**src/rtl/pc_pkg.sv**
```systemverilog
// Shared op encodings and stack-control bundle for the pc_rstack program counter.
package pc_pkg;

   localparam int unsigned OP_W = 3;

   localparam logic [OP_W-1:0] OP_HOLD = 3'b000;
   localparam logic [OP_W-1:0] OP_INCR = 3'b001;
   localparam logic [OP_W-1:0] OP_LOAD = 3'b010;
   localparam logic [OP_W-1:0] OP_REL  = 3'b011;
   localparam logic [OP_W-1:0] OP_CALL = 3'b100;
   localparam logic [OP_W-1:0] OP_RET  = 3'b101;

   typedef struct packed {
      logic push;
      logic pop;
      logic err;
   } stk_ctrl_t;

endpackage

```
**src/rtl/pc_lifo.sv**
```systemverilog
// Return-address LIFO; the pointer counts occupied entries and full/empty are registered.
module pc_lifo #(
   parameter int unsigned WIDTH = 8,
   parameter int unsigned DEPTH = 4
) (
   input  logic             i_clk,
   input  logic             i_rst_n,
   input  logic             i_push,
   input  logic             i_pop,
   input  logic [WIDTH-1:0] i_din,
   output logic [WIDTH-1:0] o_dout,
   output logic             o_full,
   output logic             o_empty
);

   localparam int unsigned IDX_W = $clog2(DEPTH);
   localparam int unsigned PTR_W = IDX_W + 1;

   logic [WIDTH-1:0] r_mem [DEPTH];
   logic [PTR_W-1:0] r_ptr;
   logic [PTR_W-1:0] w_ptr_d;
   logic             r_full;
   logic             r_empty;
   logic             w_do_push;
   logic             w_do_pop;
   logic [IDX_W-1:0] w_top_idx;

   assign w_do_push = i_push && !r_full;
   assign w_do_pop  = i_pop && !r_empty && !i_push;
   assign w_top_idx = r_ptr[IDX_W-1:0] - IDX_W'(1);

   always_comb begin
      w_ptr_d = r_ptr;
      if (w_do_push) begin
         w_ptr_d = r_ptr + PTR_W'(1);
      end else if (w_do_pop) begin
         w_ptr_d = r_ptr - PTR_W'(1);
      end
   end

   always_ff @(posedge i_clk) begin
      if (!i_rst_n) begin
         r_ptr   <= '0;
         r_full  <= 1'b0;
         r_empty <= 1'b1;
      end else begin
         r_ptr   <= w_ptr_d;
         r_full  <= (w_ptr_d == PTR_W'(DEPTH));
         r_empty <= (w_ptr_d == '0);
      end
   end

   // Contents are left unreset; only the pointer defines validity.
   always_ff @(posedge i_clk) begin
      if (w_do_push) begin
         r_mem[r_ptr[IDX_W-1:0]] <= i_din;
      end
   end

   assign o_dout  = r_mem[w_top_idx];
   assign o_full  = r_full;
   assign o_empty = r_empty;

endmodule

```
**src/rtl/pc_rstack.sv**
```systemverilog
// Program counter with relative branch and CALL/RET return stack.
// Optional breakpoint compare enabled by defining PC_RSTACK_BRK_EN.
module pc_rstack
   import pc_pkg::*;
#(
   parameter int unsigned      WIDTH     = 8,
   parameter int unsigned      DEPTH     = 4,
   parameter logic [WIDTH-1:0] RESET_VEC = '0
) (
   input  logic             i_clk,
   input  logic             i_rst_n,
   input  logic [OP_W-1:0]  i_op,
   input  logic [WIDTH-1:0] i_data,
   output logic [WIDTH-1:0] o_result,
   output logic             o_stk_full,
   output logic             o_stk_empty,
   output logic             o_stk_err
`ifdef PC_RSTACK_BRK_EN
   ,
   input  logic [WIDTH-1:0] i_brk_addr,
   input  logic             i_brk_arm,
   input  logic             i_brk_clr,
   output logic             o_brk_hit
`endif
);

   logic [WIDTH-1:0] r_pc;
   logic [WIDTH-1:0] w_pc_next;
   logic [WIDTH-1:0] w_pc_inc;
   logic [WIDTH-1:0] w_stk_top;
   logic             w_stk_full;
   logic             w_stk_empty;
   logic             r_err;
   stk_ctrl_t        w_ctrl;

   assign w_pc_inc = r_pc + WIDTH'(1);

`ifdef PC_RSTACK_BRK_EN
   logic r_brk_hit;
   logic w_brk_hit_d;
`endif

   always_comb begin
      w_pc_next = r_pc;
      w_ctrl    = '0;
      case (i_op)
         OP_INCR: w_pc_next = w_pc_inc;
         OP_LOAD: w_pc_next = i_data;
         OP_REL:  w_pc_next = r_pc + i_data;
         OP_CALL: begin
            // Target loads even on overflow; only the push is lost.
            w_pc_next = i_data;
            if (w_stk_full) begin
               w_ctrl.err = 1'b1;
            end else begin
               w_ctrl.push = 1'b1;
            end
         end
         OP_RET: begin
            if (w_stk_empty) begin
               w_ctrl.err = 1'b1;
            end else begin
               w_pc_next  = w_stk_top;
               w_ctrl.pop = 1'b1;
            end
         end
         default: ;
      endcase
`ifdef PC_RSTACK_BRK_EN
      if (r_brk_hit) begin
         w_pc_next = r_pc;
         w_ctrl    = '0;
      end
`endif
   end

`ifdef PC_RSTACK_BRK_EN
   always_comb begin
      w_brk_hit_d = r_brk_hit;
      if (i_brk_clr) begin
         w_brk_hit_d = 1'b0;
      end else if (!r_brk_hit && i_brk_arm && (w_pc_next == i_brk_addr)) begin
         w_brk_hit_d = 1'b1;
      end
   end

   always_ff @(posedge i_clk) begin
      if (!i_rst_n) begin
         r_brk_hit <= 1'b0;
      end else begin
         r_brk_hit <= w_brk_hit_d;
      end
   end

   assign o_brk_hit = r_brk_hit;
`endif

   always_ff @(posedge i_clk) begin
      if (!i_rst_n) begin
         r_pc  <= RESET_VEC;
         r_err <= 1'b0;
      end else begin
         r_pc  <= w_pc_next;
         r_err <= r_err | w_ctrl.err;
      end
   end

   pc_lifo #(
      .WIDTH (WIDTH),
      .DEPTH (DEPTH)
   ) u_lifo (
      .i_clk   (i_clk),
      .i_rst_n (i_rst_n),
      .i_push  (w_ctrl.push),
      .i_pop   (w_ctrl.pop),
      .i_din   (w_pc_inc),
      .o_dout  (w_stk_top),
      .o_full  (w_stk_full),
      .o_empty (w_stk_empty)
   );

   assign o_result    = r_pc;
   assign o_stk_full  = w_stk_full;
   assign o_stk_empty = w_stk_empty;
   assign o_stk_err   = r_err;

endmodule

```
**config.mk**
```make
export PLATFORM = sky130hd
export DESIGN_NAME = pc_rstack
export DESIGN_NICKNAME = d
export VERILOG_FILES = /design/src/rtl/pc_pkg.sv /design/src/rtl/pc_lifo.sv /design/src/rtl/pc_rstack.sv
export SDC_FILE = /design/constraint.sdc
export NUM_CORES = 1
export LEC_CHECK = 0
export ABC_AREA = 1
export CAP_MARGIN = 40
export CORE_MARGIN = 1
export CORE_UTILIZATION = 50
export DETAILED_ROUTE_END_ITERATION = 8
export GPL_TIMING_DRIVEN = 1
export PLACE_DENSITY_LB_ADDON = 0.25
export SYNTH_ARGS = -nofsm -noshare
export SYNTH_HDL_FRONTEND = slang
export SYNTH_HIERARCHICAL = 1
export SYNTH_SLANG_ARGS = --single-unit
```
**constraint.sdc**
```tcl
create_clock -name i_clk -period 2.7 [get_ports i_clk]
set_input_delay 0.675 -clock i_clk [delete_from_list [all_inputs] [get_ports i_clk]]
set_output_delay 0.675 -clock i_clk [all_outputs]
set_load 0.005 [all_outputs]
```
==> results.py <==
metrics = {
    "floorplan": {
        "start_util_pct": 53.7,
        "die_x_um": 74.1,
        "num_io_pins": 24,
        "coreArea_um2": 4850,
        "die_h_um": 74.1,
        "std_cell_rows": 25,
        "dieArea_um2": 5500,
    },
    "critical_path": {
        "r2r_start": "u_lifo/r_ptr[1]",
        "cp.arrival_ns": 2.29,
        "crit_family": "buffers and inverters",
        "cp-start-kind": "input port",
        "path_cells": "clkdlybuf4s50_1, inv_2, nor2_4, inv_4, nor3_1, inv_2, nor2_4, inv_2, nor2_1, buf_4",
        "crit_top_cell": "inv_2",
        "worstRegToRegCells": 9,
        "critPathMaxStageDelay_ns": 0.51,
        "required_ns": 2.71,
        "cp_slowest_cell": "clkdlybuf4s50_1",
        "r2r_slack_ns": 0.87,
        "cp_num_buf_inv": 6,
        "critPathKind": "in2reg",
        "path_max_fanout": 8,
        "reg2reg_to": "o_result[0]",
        "crit_path_end_kind": "flop",
    },
    "synthesis": {
        "synth_area_um2": 2600,
        "syn_area_per_cell_um2": 8.70,
        "synth_nets": 326,
        "synth_cells": 299,
        "yosysUniqueCellTypes": 34,
        "synth_area_leaders": "edfxtp_1 (37%), dfxtp_1 (11%), nand2_1 (9.1%), ha_1 (6.3%), inv_1 (4.3%)",
        "yosysTopAreaCell": "edfxtp_1",
        "ys_ff_latch": 46,
        "yosys_warnings": 6,
        "async_flop_share_pct": 0,
        "synth_top_area_share_pct": 36.9,
        "seq_area_frac_synth_pct": 47.7,
        "ys.flop_type": "edfxtp_1",
        "synth_edf_count": 32,
    },
    "min_path": {
        "worstHoldStart": "o_stk_err",
        "hold_path_end": "o_stk_err",
        "hold_depth": 2,
        "min_path_type": "reg2reg",
    },
    "route": {
        "ant_nets": 0,
        "wl_per_cell_um": 13.3,
        "firstDrtPassIters": 4,
        "avgViaCountPerCell": 5.11,
        "routed_wl_um": 5320,
        "drc": 0,
        "drtIter0Drc": 240,
        "num_vias": 2038,
    },
    "sta": {
        "skew_ns": 0.00456,
        "setup_viol": 0,
        "fin_hold_ws_ns": 0.490,
        "drv_slew": 0,
        "fin_setup_tns_ns": 0,
        "timing.fmax_ghz": 0.439,
        "finalCritPeriodShare_pct": 84.5,
        "worst_slew_pin_slew_ns": 0.427,
        "setup_ws_ns": 0.419,
        "grt_setup_unrepaired": "false",
        "hold_viol_final": 0,
        "fin_crit_ns": 2.28,
        "slew_headroom_pct": 71.5,
    },
    "run_status": {
        "outcome": "finished clean",
    },
    "global_routing": {
        "grt_pass1_wl_um": 8980,
        "grt_max_degree": 21,
        "grt-ovfl-total": 0,
        "grt_usage_pct": 21.9,
        "grt_pass1_vias": 1887,
        "antenna_found_initial": 0,
    },
    "power": {
        "p_int_mw": 1.15,
        "powerDensity_nw_per_um2": 527,
        "leakage_nw": 1.32,
        "clock_power_share_pct": 29.2,
        "p_sw_uw": 446,
        "seqPwrFrac_pct": 51.1,
        "pwr-share-comb_pct": 19.7,
        "peakVddDrop_mv": 0.216,
        "switching_share_pct": 27.9,
    },
    "place": {
        "gp_congestion": 0.753,
        "dp.cells": 391,
        "pre_cts_slack_ns": 0.114,
        "port_buffers": 23,
        "hpwlAfterDp_um": 4070,
    },
    "cts": {
        "htreeDepth": 2,
        "clock_path_buffers": 2,
        "clk_pin_slew_ns": 0.08,
        "cts_resized": 0,
        "numCtsBuffers": 5,
        "hold_buffers": 0,
        "cts_sinks": 46,
        "cts-root-buf": "clkbuf_8",
        "cts_tree": "built",
        "insertion_delay_ns": 0.30,
        "post-cts-setup-buffers": 0,
    },
    "cells_and_area": {
        "synthToLayoutAreaGrowth_pct": 16.6,
        "layout.nets": 358,
        "final_util_pct": 62.6,
        "drive_gt1_share_pct": 12.3,
        "n_antenna_cell": 0,
        "stdcell_count": 399,
    },
    "flow_run": {
        "maxCapViolations": 0,
    },
}
==> worst max-delay path by stage <==
stage            start            endpoint  slack (ns)  cells after the start
2_1_floorplan  i_op[2]  u_lifo/r_mem[0][0]        0.54                      8
3_3_place_gp   i_op[2]  u_lifo/r_mem[1][7]        0.19                     10
3_5_place_dp   i_op[2]  u_lifo/r_mem[0][5]        0.11                     10
4_1_cts        i_op[2]  u_lifo/r_mem[0][7]        0.43                     10
5_1_grt        i_op[2]  u_lifo/r_mem[1][6]        0.24                     10
6_report       i_op[2]  u_lifo/r_mem[0][6]        0.42                     10
==> registers in the layout, summed over array words and instances, names as in the netlist <==
name            count
o_result            8
o_stk_err           1
u_lifo/o_empty      1
u_lifo/o_full       1
u_lifo/r_mem       32
u_lifo/r_ptr        3
==> layer usage <==
layer,track usage [%],share of wire (%),up-vias
li1,-,-,1063
met1,31.7,50,919
met2,33.2,45,51
met3,3.66,4.0,5
met4,7.91,1.3,0
met5,0,0,-
==> cell families (layout without fill, tap and decap cells) <==
| kind of cell | after synthesis | after routing | synth area share [%] |
|---|---|---|---|
| AND/OR/NAND/NOR | 134 | 134 | 24.1 |
| AO/OA/AOI/OAI | 57 | 57 | 12.2 |
| flip-flops | 46 | 46 | 47.7 |
| buffers and inverters | 43 | 76 | 6.97 |
| adder cells (fa/ha/maj) | 14 | 14 | 7.02 |
| XOR/XNOR | 5 | 5 | 1.97 |
==> metrics by stage <==
stage	cell area [µm²]	total power, mW
2_1_floorplan	2600	1.03
3_3_place_gp	2930	1.14
3_5_place_dp	2930	1.14
4_1_cts	3030	1.60
5_1_grt	3030	1.68
6_report	3030	1.60
==> cells in the final DEF, fill, tap and decap left out, types with 2 or more instances in the layout <==
master           instances
inv_4                    3
a31oi_1                  3
nand2_2                  3
nand2_1                 63
nand2_4                  2
o22ai_1                  8
nand3_1                 20
inv_2                    7
nand4_1                  2
edfxtp_1                32
ha_1                    13
clkdlybuf4s50_1         23
dfxtp_1                 14
nand3b_1                 3
o21ai_1                  7
clkinv_2                 2
o21ai_0                 16
nor2_2                   2
o21ai_2                  2
or2_2                    2
clkbuf_8                 5
nor2_1                  30
a21oi_1                 20
inv_1                   30
buf_4                    5
xor2_1                   3
nor2_4                   3
==> power by group through the flow <==
stage	clock network, mW	logic [mW]	registers, mW
finish	0.467	0.315	0.817
global route	0.501	0.358	0.821
CTS	0.470	0.314	0.816
detailed placement	0	0.312	0.832
global placement	0	0.305	0.831
floorplan	0	0.204	0.827
==> synthesized netlist by cell type (7+ instances only) <==
cell type / instances
edfxtp_1: 32
a21oi_1: 20
dfxtp_1: 14
o21ai_0: 16
inv_2: 7
o21ai_1: 7
ha_1: 13
inv_1: 30
nand3_1: 20
nand2_1: 63
o22ai_1: 8
nor2_1: 30
==> worst register-to-register path, cell delays in order (launching register included) <==
cell,delay (ns)
dfxtp_1,0.42
inv_1,0.11
ha_1,0.40
inv_2,0.19
o21ai_0,0.12
o22ai_1,0.20
nand2_1,0.09
nand2_1,0.08
a21oi_1,0.05
a21oi_1,0.12
==> layout make-up <==
| type | count | area, µm² |
|---|---|---|
| Fill cell | 409 | 1820 |
| Sequential cell | 46 | 1240 |
| Multi-Input combinational cell | 210 | 1180 |
| Timing Repair Buffer | 28 | 268 |
| Inverter | 40 | 158 |
| Clock buffer | 6 | 93.8 |
| Tap cell | 67 | 83.8 |
| Clock inverter | 2 | 10.0 |
Note: power is estimated with default switching activity, not from simulation.
